==> src/rtl/jump_control_sequencer.sv <==
// Hardwired fetch/decode/execute control FSM for the miniSRC datapath (jr, jal, nop).
// Optional in-port preload of Ra before jr/jal: define SEQ_INPORT_PRELOAD_EN.
module jump_control_sequencer #(
   parameter int unsigned     MEM_WAIT = 2,
   parameter int unsigned     OP_W     = 5,
   parameter logic [OP_W-1:0] OP_JR    = OP_W'(5'b10101),
   parameter logic [OP_W-1:0] OP_JAL   = OP_W'(5'b10110),
   parameter logic [OP_W-1:0] OP_NOP   = OP_W'(5'b11010),
   parameter logic [OP_W-1:0] OP_ADD   = OP_W'(5'b00011)
) (
   input  logic            clock,
   input  logic            clear,
   input  logic            run,
   input  logic [OP_W-1:0] ir_op,
   output logic            PCout_en,
   output logic            IncPC,
   output logic            PC_en,
   output logic            IR_en,
   output logic            MARin,
   output logic            MDRin,
   output logic            MDRout,
   output logic            memRead,
   output logic            Zin,
   output logic            Zlowout,
   output logic            Gra,
   output logic            Rin,
   output logic            Rout,
   output logic            jal_R15,
   output logic [OP_W-1:0] alu_op,
   output logic            busy,
   output logic            instr_done,
   output logic            unsupported
`ifdef SEQ_INPORT_PRELOAD_EN
   ,
   output logic            inPortOut
`endif
);

   localparam int unsigned CNT_W = (MEM_WAIT == 0) ? 1 : $clog2(MEM_WAIT + 1);

   localparam int unsigned S_PCOUT  = 0;
   localparam int unsigned S_INCPC  = 1;
   localparam int unsigned S_PCEN   = 2;
   localparam int unsigned S_IREN   = 3;
   localparam int unsigned S_MARIN  = 4;
   localparam int unsigned S_MDRIN  = 5;
   localparam int unsigned S_MDROUT = 6;
   localparam int unsigned S_MEMRD  = 7;
   localparam int unsigned S_ZIN    = 8;
   localparam int unsigned S_ZLOW   = 9;
   localparam int unsigned S_GRA    = 10;
   localparam int unsigned S_RIN    = 11;
   localparam int unsigned S_ROUT   = 12;
   localparam int unsigned S_JAL    = 13;
   localparam int unsigned S_BUSY   = 14;
   localparam int unsigned S_DONE   = 15;
   localparam int unsigned S_UNSUP  = 16;
   localparam int unsigned S_INPORT = 17;
`ifdef SEQ_INPORT_PRELOAD_EN
   localparam int unsigned NS = 18;
`else
   localparam int unsigned NS = 17;
`endif

   typedef enum logic [3:0] {
      ST_IDLE, ST_T0, ST_T1, ST_WAIT, ST_T2, ST_DECODE,
      ST_PRELOAD, ST_LINK, ST_JUMP, ST_DONE
   } state_t;

   state_t          state_q, state_d;
   logic [CNT_W-1:0] cnt_q, cnt_d;
   logic [NS-1:0]   strb_q, strb_d;
   logic [OP_W-1:0] alu_q, alu_d;

   always_ff @(posedge clock or negedge clear) begin
      if (!clear) begin
         state_q <= ST_IDLE;
         cnt_q   <= '0;
         strb_q  <= '0;
         alu_q   <= OP_NOP;
      end else begin
         state_q <= state_d;
         cnt_q   <= cnt_d;
         strb_q  <= strb_d;
         alu_q   <= alu_d;
      end
   end

   // Next state, then outputs registered from a decode of the next state
   always_comb begin
      state_d = state_q;
      cnt_d   = cnt_q;
      strb_d  = '0;
      alu_d   = OP_NOP;

      case (state_q)
         ST_IDLE:   if (run) state_d = ST_T0;
         ST_T0:     state_d = ST_T1;
         ST_T1: begin
            cnt_d   = CNT_W'(MEM_WAIT);
            state_d = (MEM_WAIT > 0) ? ST_WAIT : ST_T2;
         end
         ST_WAIT: begin
            if (cnt_q <= CNT_W'(1)) begin
               cnt_d   = '0;
               state_d = ST_T2;
            end else begin
               cnt_d = cnt_q - CNT_W'(1);
            end
         end
         ST_T2:     state_d = ST_DECODE;
         ST_DECODE: begin
`ifdef SEQ_INPORT_PRELOAD_EN
            if (ir_op == OP_JR || ir_op == OP_JAL) state_d = ST_PRELOAD;
            else                                  state_d = ST_DONE;
`else
            if (ir_op == OP_JR)       state_d = ST_JUMP;
            else if (ir_op == OP_JAL) state_d = ST_LINK;
            else                      state_d = ST_DONE;
`endif
         end
         ST_PRELOAD: state_d = (ir_op == OP_JAL) ? ST_LINK : ST_JUMP;
         ST_LINK:    state_d = ST_JUMP;
         ST_JUMP:    state_d = ST_DONE;
         ST_DONE:    state_d = run ? ST_T0 : ST_IDLE;
         default:    state_d = ST_IDLE;
      endcase

      strb_d[S_BUSY] = (state_d != ST_IDLE);
      case (state_d)
         ST_T0: begin
            strb_d[S_PCOUT] = 1'b1;
            strb_d[S_MARIN] = 1'b1;
            strb_d[S_INCPC] = 1'b1;
            strb_d[S_ZIN]   = 1'b1;
            alu_d           = OP_ADD;
         end
         ST_T1: begin
            strb_d[S_ZLOW]  = 1'b1;
            strb_d[S_PCEN]  = 1'b1;
            strb_d[S_MEMRD] = 1'b1;
            strb_d[S_MDRIN] = 1'b1;
         end
         ST_WAIT: begin
            strb_d[S_MEMRD] = 1'b1;
            strb_d[S_MDRIN] = 1'b1;
         end
         ST_T2: begin
            strb_d[S_MDROUT] = 1'b1;
            strb_d[S_IREN]   = 1'b1;
         end
         ST_PRELOAD: begin
            strb_d[S_GRA] = 1'b1;
            strb_d[S_RIN] = 1'b1;
`ifdef SEQ_INPORT_PRELOAD_EN
            strb_d[S_INPORT] = 1'b1;
`endif
         end
         ST_LINK: begin
            strb_d[S_PCOUT] = 1'b1;
            strb_d[S_RIN]   = 1'b1;
            strb_d[S_JAL]   = 1'b1;
         end
         ST_JUMP: begin
            strb_d[S_GRA]  = 1'b1;
            strb_d[S_ROUT] = 1'b1;
            strb_d[S_PCEN] = 1'b1;
         end
         ST_DONE: begin
            strb_d[S_DONE] = 1'b1;
            // DONE straight from DECODE means the opcode was neither jr nor jal
            strb_d[S_UNSUP] = (state_q == ST_DECODE) && (ir_op != OP_NOP);
         end
         default: ;
      endcase
   end

   assign PCout_en    = strb_q[S_PCOUT];
   assign IncPC       = strb_q[S_INCPC];
   assign PC_en       = strb_q[S_PCEN];
   assign IR_en       = strb_q[S_IREN];
   assign MARin       = strb_q[S_MARIN];
   assign MDRin       = strb_q[S_MDRIN];
   assign MDRout      = strb_q[S_MDROUT];
   assign memRead     = strb_q[S_MEMRD];
   assign Zin         = strb_q[S_ZIN];
   assign Zlowout     = strb_q[S_ZLOW];
   assign Gra         = strb_q[S_GRA];
   assign Rin         = strb_q[S_RIN];
   assign Rout        = strb_q[S_ROUT];
   assign jal_R15     = strb_q[S_JAL];
   assign busy        = strb_q[S_BUSY];
   assign instr_done  = strb_q[S_DONE];
   assign unsupported = strb_q[S_UNSUP];
   assign alu_op      = alu_q;
`ifdef SEQ_INPORT_PRELOAD_EN
   assign inPortOut   = strb_q[S_INPORT];
`endif

endmodule

==> config.mk <==
export PLATFORM = sky130hd
export DESIGN_NAME = jump_control_sequencer
export DESIGN_NICKNAME = d
export VERILOG_FILES = /design/src/rtl/jump_control_sequencer.sv
export SDC_FILE = /design/constraint.sdc
export NUM_CORES = 1
export LEC_CHECK = 0
export BUFFER_PORTS_ARGS = -buffer_cell sky130_fd_sc_hd__buf_2
export CORE_ASPECT_RATIO = 0.75
export CORE_MARGIN = 10
export CORE_UTILIZATION = 45
export DETAILED_ROUTE_END_ITERATION = 6
export GPL_ROUTABILITY_DRIVEN = 0
export PLACE_DENSITY = 0.71
export SKIP_LAST_GASP = 1
export SLEW_MARGIN = 20
export SYNTH_ARGS = -nofsm -noshare
export SYNTH_HDL_FRONTEND = slang
export SYNTH_SLANG_ARGS = --single-unit
==> constraint.sdc <==
create_clock -name clock -period 1.5 [get_ports clock]
set_clock_uncertainty 0.2 [all_clocks]
set_input_delay 0.225 -clock clock [delete_from_list [all_inputs] [get_ports clock]]
set_output_delay 0.225 -clock clock [all_outputs]
set_load 0.005 [all_outputs]
**Yosys cells after proc, flatten, opt, wreduce, memory -nomap -nowiden**

Index checks and enable logic that the tools add are counted.
Widths: inputs -> output; s select.

- Register bits: 28
- Word-level logic and storage cells: 56

- Multiplexer cells: 21
- Order comparisons: 1
- Reduce and logical (&&, ||, !) cells: 9
- Eq/ne operators: 20
- $add $sub $neg: 1

Operator list:

| cell | count |
|---|---|
| $pmux 4 s10 | 1 |
| $eq 4x3->1 const B | 7 |
| $mux 4 | 5 |
| $eq 4x2->1 const B | 4 |
| $eq 4x4->1 const B | 4 |
| $mux 1 | 11 |
| $eq 5x5->1 const B | 2 |
| $reduce_or 2->1 | 5 |
| $eq 4x1->1 const B | 2 |
| $mux 5 | 1 |
| $ne 5x5->1 const B | 1 |
| $logic_not 4->1 | 1 |
| $mux 2 | 2 |
| $pmux 2 s2 | 1 |
| $reduce_bool 4->1 | 1 |
| $le 2x1->1 const B | 1 |
| $reduce_bool 2->1 | 1 |
| $sub 2x1->2 const B | 1 |
| $logic_and 1x1->1 | 1 |

**Depth between registers and ports, before layout**

Gate-level depths: netlist of the first run.

- Word-level depth: 7
- Gate-level depth with buffers: 7
- Depth with buffers taken out: 6

**Worst setup path before layout of the first run**

No wires, ideal clock.

- Path type: reg2reg
- Start point: register state_q[3]
- End point: register strb_q[14]
- Stages on the path, launching flop included: 6
- Library setup time: 0.131 ns
- Data required time: 1.169 ns
- Clock period less this slack: 1.663 ns
- Path slack: -0.163 ns
- Data arrival time: 1.332 ns
- Cell sequence: dfrtp_1 buf_6 xor2_1 a221oi_2 a21oi_2 or3_1

- Word-level cells in the longest chain between the ends: 3

RTL lines:

| what | RTL line | text |
|---|---|---|
| start: declaration | 70 | `state_t state_q, state_d;` |
| start signal: assignment | 82 | `state_q <= state_d;` |
| $eq 4x4->1 (tied with other cells) | 96 | `case (state_q)` |
| $pmux 4 s10 (*) | 96 |  |
| $reduce_bool 4->1 (*) | 129 | `strb_d[S_BUSY] = (state_d != ST_IDLE);` |
| named net strb_d[14] | 72 | `logic [NS-1:0] strb_q, strb_d;` |
| end signal: assignment | 84 | `strb_q <= strb_d;` |
| end: declaration | 72 |  |

The timed path passes the listed nets; every way through them passes the cells marked *.
A chain may end at the register's enable or synchronous reset.

**Worst setup path after layout of the first run**

- Start point: register state_q[2]
- End point: register strb_q[8]

- Word-level cells in the longest chain between the ends: 4

RTL lines:

| what | RTL line | text |
|---|---|---|
| $eq 4x4->1 (tied with other cells) | 96 |  |
| $pmux 4 s10 (*) | 96 |  |
| $eq 4x1->1 (*) | 130 | `case (state_d)` |
| $mux 1 (*) | 130 |  |

Every way passes the cells marked *; elsewhere a longest branch is shown, timed or not.

==> metrics.txt, run 1 <==
# TYPE chip_impl_metric gauge
chip_impl_metric{name="required",unit="ns"} 1.50
chip_impl_metric{name="dr_total_vias",unit=""} 786
chip_impl_metric{name="cp.buffers_inverters",unit=""} 1
chip_impl_metric{name="final_critical_path_share_of_the_clock_period",unit="%"} 110
chip_impl_metric{name="synth-async-reset-ratio",unit="%"} 100
chip_impl_metric{name="reg2regPathDepth",unit=""} 6
chip_impl_metric{name="layout_min_cycle_time",unit="ns"} 1.65
chip_impl_info{name="path_class",value="register to register"} 1
chip_impl_info{name="critPathTopFamily",value="flip-flops"} 1
chip_impl_info{name="status",value="finished with violations"} 1
chip_impl_metric{name="timing.critical_path.fanout_max",unit=""} 6
chip_impl_metric{name="report.final.slew_viol_count",unit=""} 0
chip_impl_metric{name="clock_insertion_delay_worst_skew",unit="ns"} 0.30
chip_impl_metric{name="post-route-drc-count",unit=""} 0
chip_impl_info{name="post-synth-top-count-cell",value="dfrtp_1"} 1
chip_impl_metric{name="ff2ff_setup_slack",unit="ns"} -0.15
chip_impl_metric{name="worstHoldPathCells",unit=""} 4
chip_impl_metric{name="antenna_found_initial",unit=""} 0
chip_impl_metric{name="numCtsBuffers",unit=""} 3
chip_impl_info{name="worstPathCellList",value="xor2_1, a221oi_2, a21oi_2, nor2_4, buf_4, nor2_2"} 1
chip_impl_metric{name="grt_start_max_net_pins",unit=""} 21
chip_impl_info{name="hold_end",value="strb_q[16]$_DFF_PN0_"} 1
chip_impl_metric{name="final.hold.worst_slack",unit="ns"} 0.0547
chip_impl_metric{name="die-area",unit="mm²"} 0.00453
chip_impl_metric{name="share_of_the_synthesized_area_in_the_top_cell_type",unit="%"} 47.4
chip_impl_info{name="failed_checks",value="setup timing"} 1
chip_impl_metric{name="worst_ep_arrival_time",unit="ns"} 1.65
chip_impl_metric{name="post_drt_via_cell_ratio",unit=""} 5.14
chip_impl_info{name="ys_top_cells_by_count",value="dfrtp_1, buf_4, nor2_1"} 1
chip_impl_metric{name="net_count_final",unit=""} 138
chip_impl_metric{name="postSynthRegisterBits",unit=""} 20
chip_impl_metric{name="grt_first_pass_wirelength",unit="µm"} 3430
chip_impl_metric{name="core_region_area",unit="mm²"} 0.00207
chip_impl_info{name="r2r_start",value="state_q[2]$_DFF_PN0_"} 1
chip_impl_metric{name="worst_stage_delay_on_the_critical_path",unit="ns"} 0.46
chip_impl_metric{name="fillers",unit=""} 177
chip_impl_metric{name="ctsLongestPathBuffers",unit=""} 2
chip_impl_info{name="synth_largest_area_cell",value="dfrtp_1"} 1
chip_impl_metric{name="clock_sinks",unit=""} 20
chip_impl_metric{name="die_y",unit="µm"} 60.9
chip_impl_metric{name="wire_per_inst",unit="µm"} 14.5
chip_impl_metric{name="globalRoute.totalOverflow",unit=""} 0
chip_impl_metric{name="setup_viol_count_final",unit=""} 10
chip_impl_metric{name="fmaxAchievable",unit="MHz"} 607
chip_impl_metric{name="synth_cells",unit=""} 90
chip_impl_info{name="slowest_stage",value="dfrtp_2"} 1
chip_impl_info{name="setup.worst_path.start_class",value="register"} 1
chip_impl_metric{name="power.leakage",unit="nW"} 0.662
chip_impl_info{name="synthFlopType",value="dfrtp_1"} 1
chip_impl_metric{name="max_cap_violation_count",unit=""} 0
chip_impl_metric{name="synthesis.area_per_instance",unit="µm²"} 11.1
chip_impl_metric{name="synth_sequential_area_ratio",unit="%"} 50.1
chip_impl_metric{name="detailed_place_hpwl",unit="µm"} 1600
chip_impl_metric{name="route.antenna.remaining_nets",unit=""} 0
chip_impl_metric{name="gr-usage-all-layers",unit="%"} 9.77
chip_impl_metric{name="max-vdd-ir-drop",unit="V"} 0.00116
chip_impl_metric{name="synth_fp_nets",unit=""} 98
chip_impl_metric{name="setup_ws",unit="ns"} -0.148
chip_impl_metric{name="synth_enable_flop_cells",unit=""} 0
chip_impl_metric{name="antenna_cells",unit=""} 0
chip_impl_info{name="worstReg2RegEnd",value="strb_q[8]$_DFF_PN0_"} 1
chip_impl_metric{name="syn-cell-area",unit="mm²"} 0.00100
chip_impl_metric{name="postLayoutCoreUtil",unit="%"} 63.2
chip_impl_metric{name="row_count",unit=""} 14
chip_impl_info{name="holdCritStartpoint",value="ir_op[3]"} 1
chip_impl_metric{name="port_buffers",unit=""} 27
chip_impl_metric{name="vias_in_the_first_global_route",unit=""} 748
chip_impl_metric{name="critical_path_depth",unit=""} 6
chip_impl_metric{name="synth-warning-count",unit=""} 0
chip_impl_metric{name="final-hold-violation-count",unit=""} 0
chip_impl_metric{name="area_growth_syn_to_layout",unit="%"} 30.3
chip_impl_metric{name="yosys.cell_types.count",unit=""} 37
chip_impl_metric{name="power_per_cell_area",unit="mW/mm²"} 2020
chip_impl_metric{name="fp.dieW",unit="µm"} 74.5
chip_impl_metric{name="clk_pin_slew_worst_paths",unit="ns"} 0.10
chip_impl_info{name="timing.critical_path.from",value="state_q[2]$_DFF_PN0_"} 1
chip_impl_metric{name="drive_gt1_share",unit="%"} 58.9
chip_impl_info{name="biggest_area_contributors_in_the_synthesized_netlist",value="dfrtp_1, buf_4, nor2_1"} 1
chip_impl_metric{name="drt-pass1-iter-count",unit=""} 5
chip_impl_metric{name="floorplan.initialDensity",unit="%"} 48.5
chip_impl_info{name="rsz0062_at_grt",value="true"} 1
chip_impl_info{name="clk_root_buffer_cell",value="clkbuf_4"} 1
chip_impl_info{name="tritoncts_clock_tree",value="built"} 1
chip_impl_metric{name="routed_wl",unit="µm"} 2210
chip_impl_metric{name="design.portCount",unit=""} 30
chip_impl_info{name="hold_path_class",value="input port to register"} 1
chip_impl_info{name="critPathCaptureType",value="register"} 1
chip_impl_metric{name="number_of_violations_reported_at_the_end_of_detailed_routing_iteration_0",unit=""} 37
chip_impl_metric{name="cts.htree.levels",unit=""} 1
==> cells in the final DEF (no fill, tap or decap), types with 2 or more instances in the layout <==
cell type  synthesis  routed
buf_2              2      27
buf_4              9      18
dfrtp_1           19      17
nor2_1             8       6
nand2_1            5       4
nor4_1             4       4
nor2_2             1       3
o21ai_1            0       3
inv_2              1       3
nor3_2             1       3
clkbuf_4           0       3
nand3b_1           2       2
a21oi_1            2       2
nor3_1             4       2
xnor2_1            2       2
conb_1             2       2
buf_6              1       2
dfrtp_2            0       2
==> layout make-up <==
class / instances / area [µm²] / share of cell area (%)
repair buffers: 48 / 303 / 23.2
well taps: 24 / 30.0 / 2.30
multi-input cells: 53 / 418 / 32.0
clock buffers: 4 / 36.3 / 2.78
flip-flops and latches: 20 / 504 / 38.6
inverters: 4 / 15.0 / 1.15
==> stage by stage <==
step / total power [mW] / cell area (µm²) / cells / setup slack (ns) / setup TNS (ns)
final: 2.63 / 1310 / 153 / -0.148 / -1.12
after global routing: 2.84 / 1310 / 153 / -0.253 / -2.22
after CTS: 2.50 / 1260 / 150 / -0.129 / -0.923
after detailed placement: 2.13 / 1180 / 143 / -0.188 / -1.77
after global placement: 2.10 / 1180 / 143 / -0.218 / -1.54
after floorplan: 1.71 / 1010 / 90 / -0.0761 / -0.106
==> report_power, final <==
group / switching (mW) / internal (mW) / leakage, nW
Clock: 0.156 / 0.148 / 0.0210
Sequential: 0.128 / 0.736 / 0.254
Combinational: 0.736 / 0.728 / 0.387
==> state kept, by name, indices dropped and copies added, names as in the netlist <==
name and flops:
cnt_q 2, alu_op 1, strb_q 13, state_q 4
==> worst max-delay path by stage <==
stage | endpoint | slack, ns
2_1_floorplan | strb_q[14]$_DFF_PN0_ | -0.08
3_3_place_gp | state_q[1]$_DFF_PN0_ | -0.22
3_5_place_dp | strb_q[2]$_DFF_PN0_ | -0.19
4_1_cts | strb_q[14]$_DFF_PN0_ | -0.13
5_1_grt | strb_q[2]$_DFF_PN0_ | -0.25
6_report | strb_q[8]$_DFF_PN0_ | -0.15
==> per-layer routing <==
layer,wire (µm),global-route usage [%],vias up,share of wire (%)
li1,-,-,378,-
met1,979,12.0,365,44
met2,982,14.4,35,44
met3,215,4.40,8,9.7
met4,34,4.57,0,1.5
met5,0,0,-,0
==> what timing repair did <==
item,4_1_cts,5_1_grt
hold endpoints to repair,20,0
resized for setup,9,8
hold buffers,1,0
endpoints found under the setup margin,12,16
buffers inserted,3,3
pin swaps,4,6
==> logic make-up after synthesis <==
| logic type | synth area share (%) |
|---|---|
| AND/OR/NAND/NOR | 20.7 |
| flip-flops | 50.1 |
| buffers and inverters | 11.7 |
| AO/OA/AOI/OAI | 13.1 |
| XOR/XNOR | 2.62 |
| other | 0.749 |
| multiplexers | 0.999 |
==> worst register-to-register path: stages, from the launching register on <==
cell and delay, ns:
dfrtp_2 0.46, xor2_1 0.18, a221oi_2 0.27, a21oi_2 0.09, nor2_4 0.19, buf_4 0.14, nor2_2 0.03
Note: power is estimated with default switching activity, not from simulation.
==> inputs of run 2 (changes only) <==
CORE_MARGIN = 2   (was 10)
==> metrics.txt, run 2 (synthesis gave the netlist of run 1 again) <==
# TYPE chip_impl_metric gauge
chip_impl_info{name="status",value="finished with violations"} 1
chip_impl_info{name="failed_checks",value="setup timing"} 1
chip_impl_info{name="critical_path.most_common_cell",value="buf_6"} 1
chip_impl_info{name="routed.top_layer",value="met4"} 1
chip_impl_info{name="worstPathCellList",value="buf_6, buf_6, o41a_4, nor3_2"} 1
chip_impl_metric{name="worstHoldPathCells",unit=""} 4
chip_impl_metric{name="route.antenna.remaining_nets",unit=""} 0
chip_impl_metric{name="power.internal",unit="mW"} 1.87
chip_impl_metric{name="die_y",unit="µm"} 44.9
chip_impl_metric{name="critical_path_depth",unit=""} 4
chip_impl_metric{name="reg2regPathDepth",unit=""} 4
chip_impl_metric{name="met3_routed_wl",unit="µm"} 124
chip_impl_metric{name="worst_ep_arrival_time",unit="ns"} 1.73
chip_impl_info{name="tritoncts_clock_tree",value="built"} 1
chip_impl_metric{name="cts.htree.levels",unit=""} 1
chip_impl_info{name="hold_path_class",value="input port to register"} 1
chip_impl_metric{name="vias_in_the_first_global_route",unit=""} 758
chip_impl_metric{name="post_drt_via_cell_ratio",unit=""} 5.32
chip_impl_metric{name="fillers",unit=""} 151
chip_impl_metric{name="ctsLongestPathBuffers",unit=""} 2
chip_impl_metric{name="timing.critical_path.fanout_max",unit=""} 6
chip_impl_metric{name="drive_gt1_share",unit="%"} 63.4
chip_impl_metric{name="worst_stage_delay_on_the_critical_path",unit="ns"} 0.52
chip_impl_metric{name="row_count",unit=""} 14
chip_impl_metric{name="routed_wl",unit="µm"} 2290
chip_impl_info{name="clk_root_buffer_cell",value="clkbuf_4"} 1
chip_impl_metric{name="place_area",unit="mm²"} 0.00121
chip_impl_metric{name="numCtsBuffers",unit=""} 3
chip_impl_metric{name="setup_viol_count_final",unit=""} 12
chip_impl_metric{name="final.hold.worst_slack",unit="ns"} 0.0552
chip_impl_metric{name="p_comb_share",unit="%"} 56.0
chip_impl_metric{name="net_count_final",unit=""} 143
chip_impl_info{name="layout_common_cells",value="buf_2, buf_4, dfrtp_1"} 1
chip_impl_metric{name="power.share.switching",unit="%"} 38.1
chip_impl_metric{name="design.portCount",unit=""} 30
chip_impl_metric{name="final_critical_path_share_of_the_clock_period",unit="%"} 113
chip_impl_metric{name="wl_met2",unit="µm"} 1140
chip_impl_metric{name="final-hold-violation-count",unit=""} 0
chip_impl_metric{name="max-vdd-ir-drop",unit="V"} 0.00129
chip_impl_metric{name="setup_ws",unit="ns"} -0.201
chip_impl_info{name="most_frequent_standard_cell_in_the_layout_excluding_fill_and_tap_cells",value="buf_2"} 1
chip_impl_metric{name="design_area",unit="mm²"} 0.00143
chip_impl_metric{name="p_total",unit="mW"} 3.03
chip_impl_metric{name="postLayoutCoreUtil",unit="%"} 69.8
chip_impl_info{name="critPathTopFamily",value="compound AO/OA/AOI/OAI gates"} 1
chip_impl_metric{name="report.final.slew_viol_count",unit=""} 0
chip_impl_metric{name="power.leakage",unit="nW"} 0.701
chip_impl_metric{name="clk_pin_slew_worst_paths",unit="ns"} 0.12
chip_impl_metric{name="grt_first_pass_wirelength",unit="µm"} 3400
chip_impl_metric{name="routedLengthMet1",unit="µm"} 984
chip_impl_metric{name="die-area",unit="mm²"} 0.00262
chip_impl_info{name="slowest_stage",value="o41a_4"} 1
chip_impl_metric{name="post-route-drc-count",unit=""} 0
chip_impl_metric{name="clock_insertion_delay_worst_skew",unit="ns"} 0.31
chip_impl_metric{name="globalRoute.totalOverflow",unit=""} 0
chip_impl_metric{name="fin_cells",unit=""} 158
chip_impl_metric{name="max_reg_flops",unit=""} 13
chip_impl_info{name="rsz0062_at_grt",value="true"} 1
chip_impl_metric{name="dr_total_vias",unit=""} 840
chip_impl_metric{name="required",unit="ns"} 1.53
chip_impl_metric{name="port_buffers",unit=""} 27
chip_impl_metric{name="antenna_found_initial",unit=""} 0
chip_impl_metric{name="fmaxAchievable",unit="MHz"} 588
chip_impl_info{name="reg_top3",value="strb_q x13, state_q x4, cnt_q x2"} 1
chip_impl_metric{name="number_of_violations_reported_at_the_end_of_detailed_routing_iteration_0",unit=""} 8
chip_impl_metric{name="antenna_cells",unit=""} 0
chip_impl_metric{name="clock_sinks",unit=""} 20
chip_impl_metric{name="layout_min_cycle_time",unit="ns"} 1.70
chip_impl_metric{name="wire_per_inst",unit="µm"} 14.5
chip_impl_info{name="setup.worst_path.start_class",value="register"} 1
chip_impl_metric{name="gr-usage-all-layers",unit="%"} 17.9
chip_impl_metric{name="grt_start_max_net_pins",unit=""} 21
chip_impl_metric{name="max_cap_violation_count",unit=""} 0
chip_impl_metric{name="power.share.sequential",unit="%"} 29.3
chip_impl_metric{name="share_clk_of_total_power",unit="%"} 14.6
chip_impl_metric{name="placedCellCount",unit=""} 146
chip_impl_metric{name="floorplan.initialDensity",unit="%"} 48.9
chip_impl_info{name="register_ranked_first_by_flip_flop_count",value="strb_q"} 1
chip_impl_info{name="critPathCaptureType",value="register"} 1
chip_impl_metric{name="area_growth_syn_to_layout",unit="%"} 42.7
chip_impl_metric{name="power_per_cell_area",unit="mW/mm²"} 2120
chip_impl_metric{name="fp.dieW",unit="µm"} 58.5
chip_impl_metric{name="drt-pass1-iter-count",unit=""} 4
chip_impl_metric{name="net-switching-power",unit="mW"} 1.15
chip_impl_metric{name="core_region_area",unit="mm²"} 0.00205
chip_impl_info{name="path_class",value="register to register"} 1
chip_impl_metric{name="detailed_place_hpwl",unit="µm"} 1500
chip_impl_metric{name="cp.buffers_inverters",unit=""} 2
==> run 2: cell count changes in the layout (fill, tap and decap cells not counted), sizes merged <==
cell,before,now
bufinv,0,1
buf,47,52
clkbuf,4,3
==> run 2: metrics by stage <==
step | TNS (ns) | setup slack [ns]
after global routing | -2.52 | -0.259
after CTS | -1.70 | -0.201
final | -1.49 | -0.201
after floorplan | -0.106 | -0.0761
after detailed placement | -2.35 | -0.272
after global placement | -1.68 | -0.221
==> run 2: final timing paths <==
kind,from,to,slack [ns]
setup / recovery,state_q[3]$_DFF_PN0_,strb_q[16]$_DFF_PN0_,-0.20
hold / removal,ir_op[3],strb_q[16]$_DFF_PN0_,0.06
setup reg to reg,state_q[3]$_DFF_PN0_,strb_q[16]$_DFF_PN0_,-0.20
hold reg to reg,cnt_q[0]$_DFFE_PN0P_,cnt_q[0]$_DFFE_PN0P_,0.34
max in group asynchronous,clear,state_q[1]$_DFF_PN0_,0.59
min in group asynchronous,clear,strb_q[15]$_DFF_PN0_,0.17
==> run 2: power groups by stage <==
stage	combinational (mW)	clock [mW]	sequential (mW)
4_1_cts	1.42	0.449	0.860
2_1_floorplan	0.865	0	0.844
3_3_place_gp	1.25	0	0.871
3_5_place_dp	1.29	0	0.875
6_report	1.70	0.443	0.888
5_1_grt	1.83	0.488	0.917
==> run 2: area by class of cell <==
type                       count  area, µm²  area share [%]
multi-input combinational     53        470            32.9
clock inverter                 1       30.0            2.10
sequential                    20        507            35.4
tap                           24       30.0            2.10
clock buffer                   3       22.5            1.57
timing repair buffer          53        355            24.8
inverter                       4       15.0            1.05
==> run 2: metal layers <==
layer | up-vias | global-route usage, %
met5 | - | 0
met4 | 0 | 5.58
met3 | 6 | 6.88
met2 | 31 | 29.0
met1 | 416 | 22.3
li1 | 387 | -
==> run 2: worst register-to-register path, delay by kind of cell, from the launching register on <==
family	cells	cell delay (ns)
and+or+nand+nor	1	0.19
AOI/OAI and AO/OA	1	0.52
DFF	1	0.47
buffers and inverters	2	0.25
==> run 2: timing repair <==
action	4_1_cts	5_1_grt
hold buffers	1	0
pin swaps	7	10
resized for setup	8	19
hold endpoints to repair	20	0
setup buffers	3	5
gates cloned	0	0
setup endpoints to repair	14	19
==> inputs of run 3 (changes only) <==
REMOVE_ABC_BUFFERS = 1   (was unset)
==> metrics.txt, run 3 (synthesis gave the netlist of run 1 again) <==
# TYPE chip_impl_metric gauge
chip_impl_info{name="reg_top3",value="strb_q x13, state_q x4, cnt_q x2"} 1
chip_impl_metric{name="fillers",unit=""} 149
chip_impl_metric{name="routed_wl",unit="µm"} 2180
chip_impl_info{name="rsz0062_at_grt",value="true"} 1
chip_impl_metric{name="worstHoldPathCells",unit=""} 3
chip_impl_metric{name="max_cap_violation_count",unit=""} 0
chip_impl_metric{name="area_growth_syn_to_layout",unit="%"} 36.5
chip_impl_metric{name="drive_gt1_share",unit="%"} 60.0
chip_impl_metric{name="max_reg_flops",unit=""} 13
chip_impl_metric{name="worst_stage_delay_on_the_critical_path",unit="ns"} 0.47
chip_impl_info{name="holdCritStartpoint",value="ir_op[2]"} 1
chip_impl_info{name="critPathCaptureType",value="register"} 1
chip_impl_metric{name="final-hold-violation-count",unit=""} 0
chip_impl_metric{name="clock_insertion_delay_worst_skew",unit="ns"} 0.29
chip_impl_metric{name="layout_min_cycle_time",unit="ns"} 1.68
chip_impl_info{name="clk_root_buffer_cell",value="clkbuf_4"} 1
chip_impl_metric{name="wire_per_inst",unit="µm"} 14.2
chip_impl_metric{name="cts.htree.levels",unit=""} 1
chip_impl_metric{name="die_y",unit="µm"} 44.9
chip_impl_metric{name="post_drt_via_cell_ratio",unit=""} 5.21
chip_impl_info{name="setup.worst_path.start_class",value="register"} 1
chip_impl_metric{name="dr_total_vias",unit=""} 803
chip_impl_metric{name="port_buffers",unit=""} 27
chip_impl_metric{name="multiInputGateArea",unit="µm²"} 457
chip_impl_info{name="most_frequent_standard_cell_in_the_layout_excluding_fill_and_tap_cells",value="buf_2"} 1
chip_impl_metric{name="detailed_place_hpwl",unit="µm"} 1490
chip_impl_metric{name="net_count_final",unit=""} 139
chip_impl_metric{name="number_of_violations_reported_at_the_end_of_detailed_routing_iteration_0",unit=""} 20
chip_impl_info{name="worstReg2RegEnd",value="strb_q[16]$_DFF_PN0_"} 1
chip_impl_metric{name="vias_in_the_first_global_route",unit=""} 769
chip_impl_info{name="r2r_start",value="state_q[3]$_DFF_PN0_"} 1
chip_impl_metric{name="grt_first_pass_wirelength",unit="µm"} 3320
chip_impl_info{name="worstPathCellList",value="buf_6, nand3b_1, o31ai_4, nor2_4, buf_4, nor3_2"} 1
chip_impl_info{name="register_ranked_first_by_flip_flop_count",value="strb_q"} 1
chip_impl_info{name="path_class",value="register to register"} 1
chip_impl_info{name="tritoncts_clock_tree",value="built"} 1
chip_impl_metric{name="drt-pass1-iter-count",unit=""} 4
chip_impl_metric{name="grt_start_max_net_pins",unit=""} 21
chip_impl_metric{name="clock_sinks",unit=""} 20
chip_impl_metric{name="gr-usage-all-layers",unit="%"} 17.3
chip_impl_info{name="hold_path_class",value="input port to register"} 1
chip_impl_metric{name="design.portCount",unit=""} 30
chip_impl_metric{name="timing.critical_path.fanout_max",unit=""} 6
chip_impl_metric{name="power.leakage",unit="nW"} 0.679
chip_impl_metric{name="setup-tns-final",unit="ns"} -1.40
chip_impl_info{name="status",value="finished with violations"} 1
chip_impl_metric{name="ctsLongestPathBuffers",unit=""} 2
chip_impl_metric{name="floorplan.initialDensity",unit="%"} 48.9
chip_impl_metric{name="numCtsBuffers",unit=""} 3
chip_impl_metric{name="die-area",unit="mm²"} 0.00262
chip_impl_info{name="slowest_stage",value="dfrtp_2"} 1
chip_impl_metric{name="fp.dieW",unit="µm"} 58.5
chip_impl_metric{name="required",unit="ns"} 1.52
chip_impl_metric{name="core_region_area",unit="mm²"} 0.00205
chip_impl_metric{name="postLayoutCoreUtil",unit="%"} 66.7
chip_impl_info{name="layout_common_cells",value="buf_2, dfrtp_1, buf_4"} 1
chip_impl_metric{name="globalRoute.totalOverflow",unit=""} 0
chip_impl_metric{name="worst_ep_arrival_time",unit="ns"} 1.70
chip_impl_metric{name="setup_ws",unit="ns"} -0.181
chip_impl_metric{name="row_count",unit=""} 14
chip_impl_metric{name="area_taken_by_flip_flops_and_latches",unit="µm²"} 505
chip_impl_metric{name="max-vdd-ir-drop",unit="V"} 0.00128
chip_impl_metric{name="setup_viol_count_final",unit=""} 12
chip_impl_metric{name="route.antenna.remaining_nets",unit=""} 0
chip_impl_metric{name="reg2regPathDepth",unit=""} 6
chip_impl_metric{name="final_critical_path_share_of_the_clock_period",unit="%"} 112
chip_impl_info{name="hold_end",value="strb_q[11]$_DFF_PN0_"} 1
chip_impl_metric{name="clk_pin_slew_worst_paths",unit="ns"} 0.12
chip_impl_metric{name="antenna_found_initial",unit=""} 0
chip_impl_metric{name="power_per_cell_area",unit="mW/mm²"} 2090
chip_impl_metric{name="placement.setup.worst_slack",unit="ns"} -0.203
chip_impl_metric{name="fmaxAchievable",unit="MHz"} 595
chip_impl_metric{name="report.final.slew_viol_count",unit=""} 0
chip_impl_info{name="failed_checks",value="setup timing"} 1
chip_impl_metric{name="ff2ff_setup_slack",unit="ns"} -0.18
chip_impl_metric{name="antenna_cells",unit=""} 0
chip_impl_metric{name="post-route-drc-count",unit=""} 0
==> run 3: final cells by class <==
| class | count | share of cell area (%) |
|---|---|---|
| Inverter | 4 | 1.28 |
| Timing Repair Buffer | 49 | 23.5 |
| Clock buffer | 4 | 2.65 |
| Multi-Input combinational cell | 53 | 33.4 |
| Sequential cell | 20 | 37.0 |
| Tap cell | 24 | 2.20 |
==> run 3: metal layers <==
layer,wire [µm],GRT usage (%),share of wire (%),vias up
met5,0,0,0,-
met2,1070,31.0,49,28
li1,-,-,-,381
met1,981,21.0,45,392
met4,16,5.58,0.73,0
met3,112,3.72,5.1,2
==> run 3: report_power, final <==
group	total (mW)	internal (mW)	switching (mW)
logic	1.68	0.829	0.853
clock network	0.310	0.148	0.163
registers	0.864	0.739	0.124
==> run 3: worst max path at each step <==
stage / start / endpoint / slack, ns / cells past startpoint
finish: state_q[3]$_DFF_PN0_ / strb_q[16]$_DFF_PN0_ / -0.18 / 6
global route: state_q[3]$_DFF_PN0_ / alu_op[3]$_DFF_PN1_ / -0.26 / 5
CTS: state_q[3]$_DFF_PN0_ / strb_q[14]$_DFF_PN0_ / -0.21 / 4
detailed placement: state_q[0]$_DFF_PN0_ / strb_q[14]$_DFF_PN0_ / -0.20 / 4
global placement: state_q[0]$_DFF_PN0_ / strb_q[14]$_DFF_PN0_ / -0.18 / 4
floorplan: state_q[3]$_DFF_PN0_ / strb_q[14]$_DFF_PN0_ / -0.27 / 4
==> run 3: through the flow <==
| step | hold slack (ns) | instance area (µm²) | std cells | power, mW |
|---|---|---|---|---|
| 2_1_floorplan | -0.271 | 900 | 77 | 1.55 |
| 4_1_cts | 0.0683 | 1280 | 153 | 2.54 |
| 6_report | 0.0678 | 1370 | 154 | 2.86 |
| 3_5_place_dp | -0.00664 | 1190 | 145 | 2.16 |
| 3_3_place_gp | -0.0124 | 1190 | 145 | 2.11 |
| 5_1_grt | 0.0698 | 1370 | 154 | 3.07 |
==> run 3: repair_timing <==
action                                  4_1_cts  5_1_grt
setup buffers                                 3        1
pin swaps                                     9       10
endpoints found under the setup margin       13       18
resized for setup                             5       25
hold buffers                                  1        0
endpoints found under the hold margin        20        0
==> run 3: critical path: cells and delay by family, from the launching register on <==
| kind | cells | cell delay [ns] |
|---|---|---|
| flops | 1 | 0.47 |
| compound gates | 1 | 0.25 |
| buf+inv | 2 | 0.29 |
| simple gates | 3 | 0.39 |
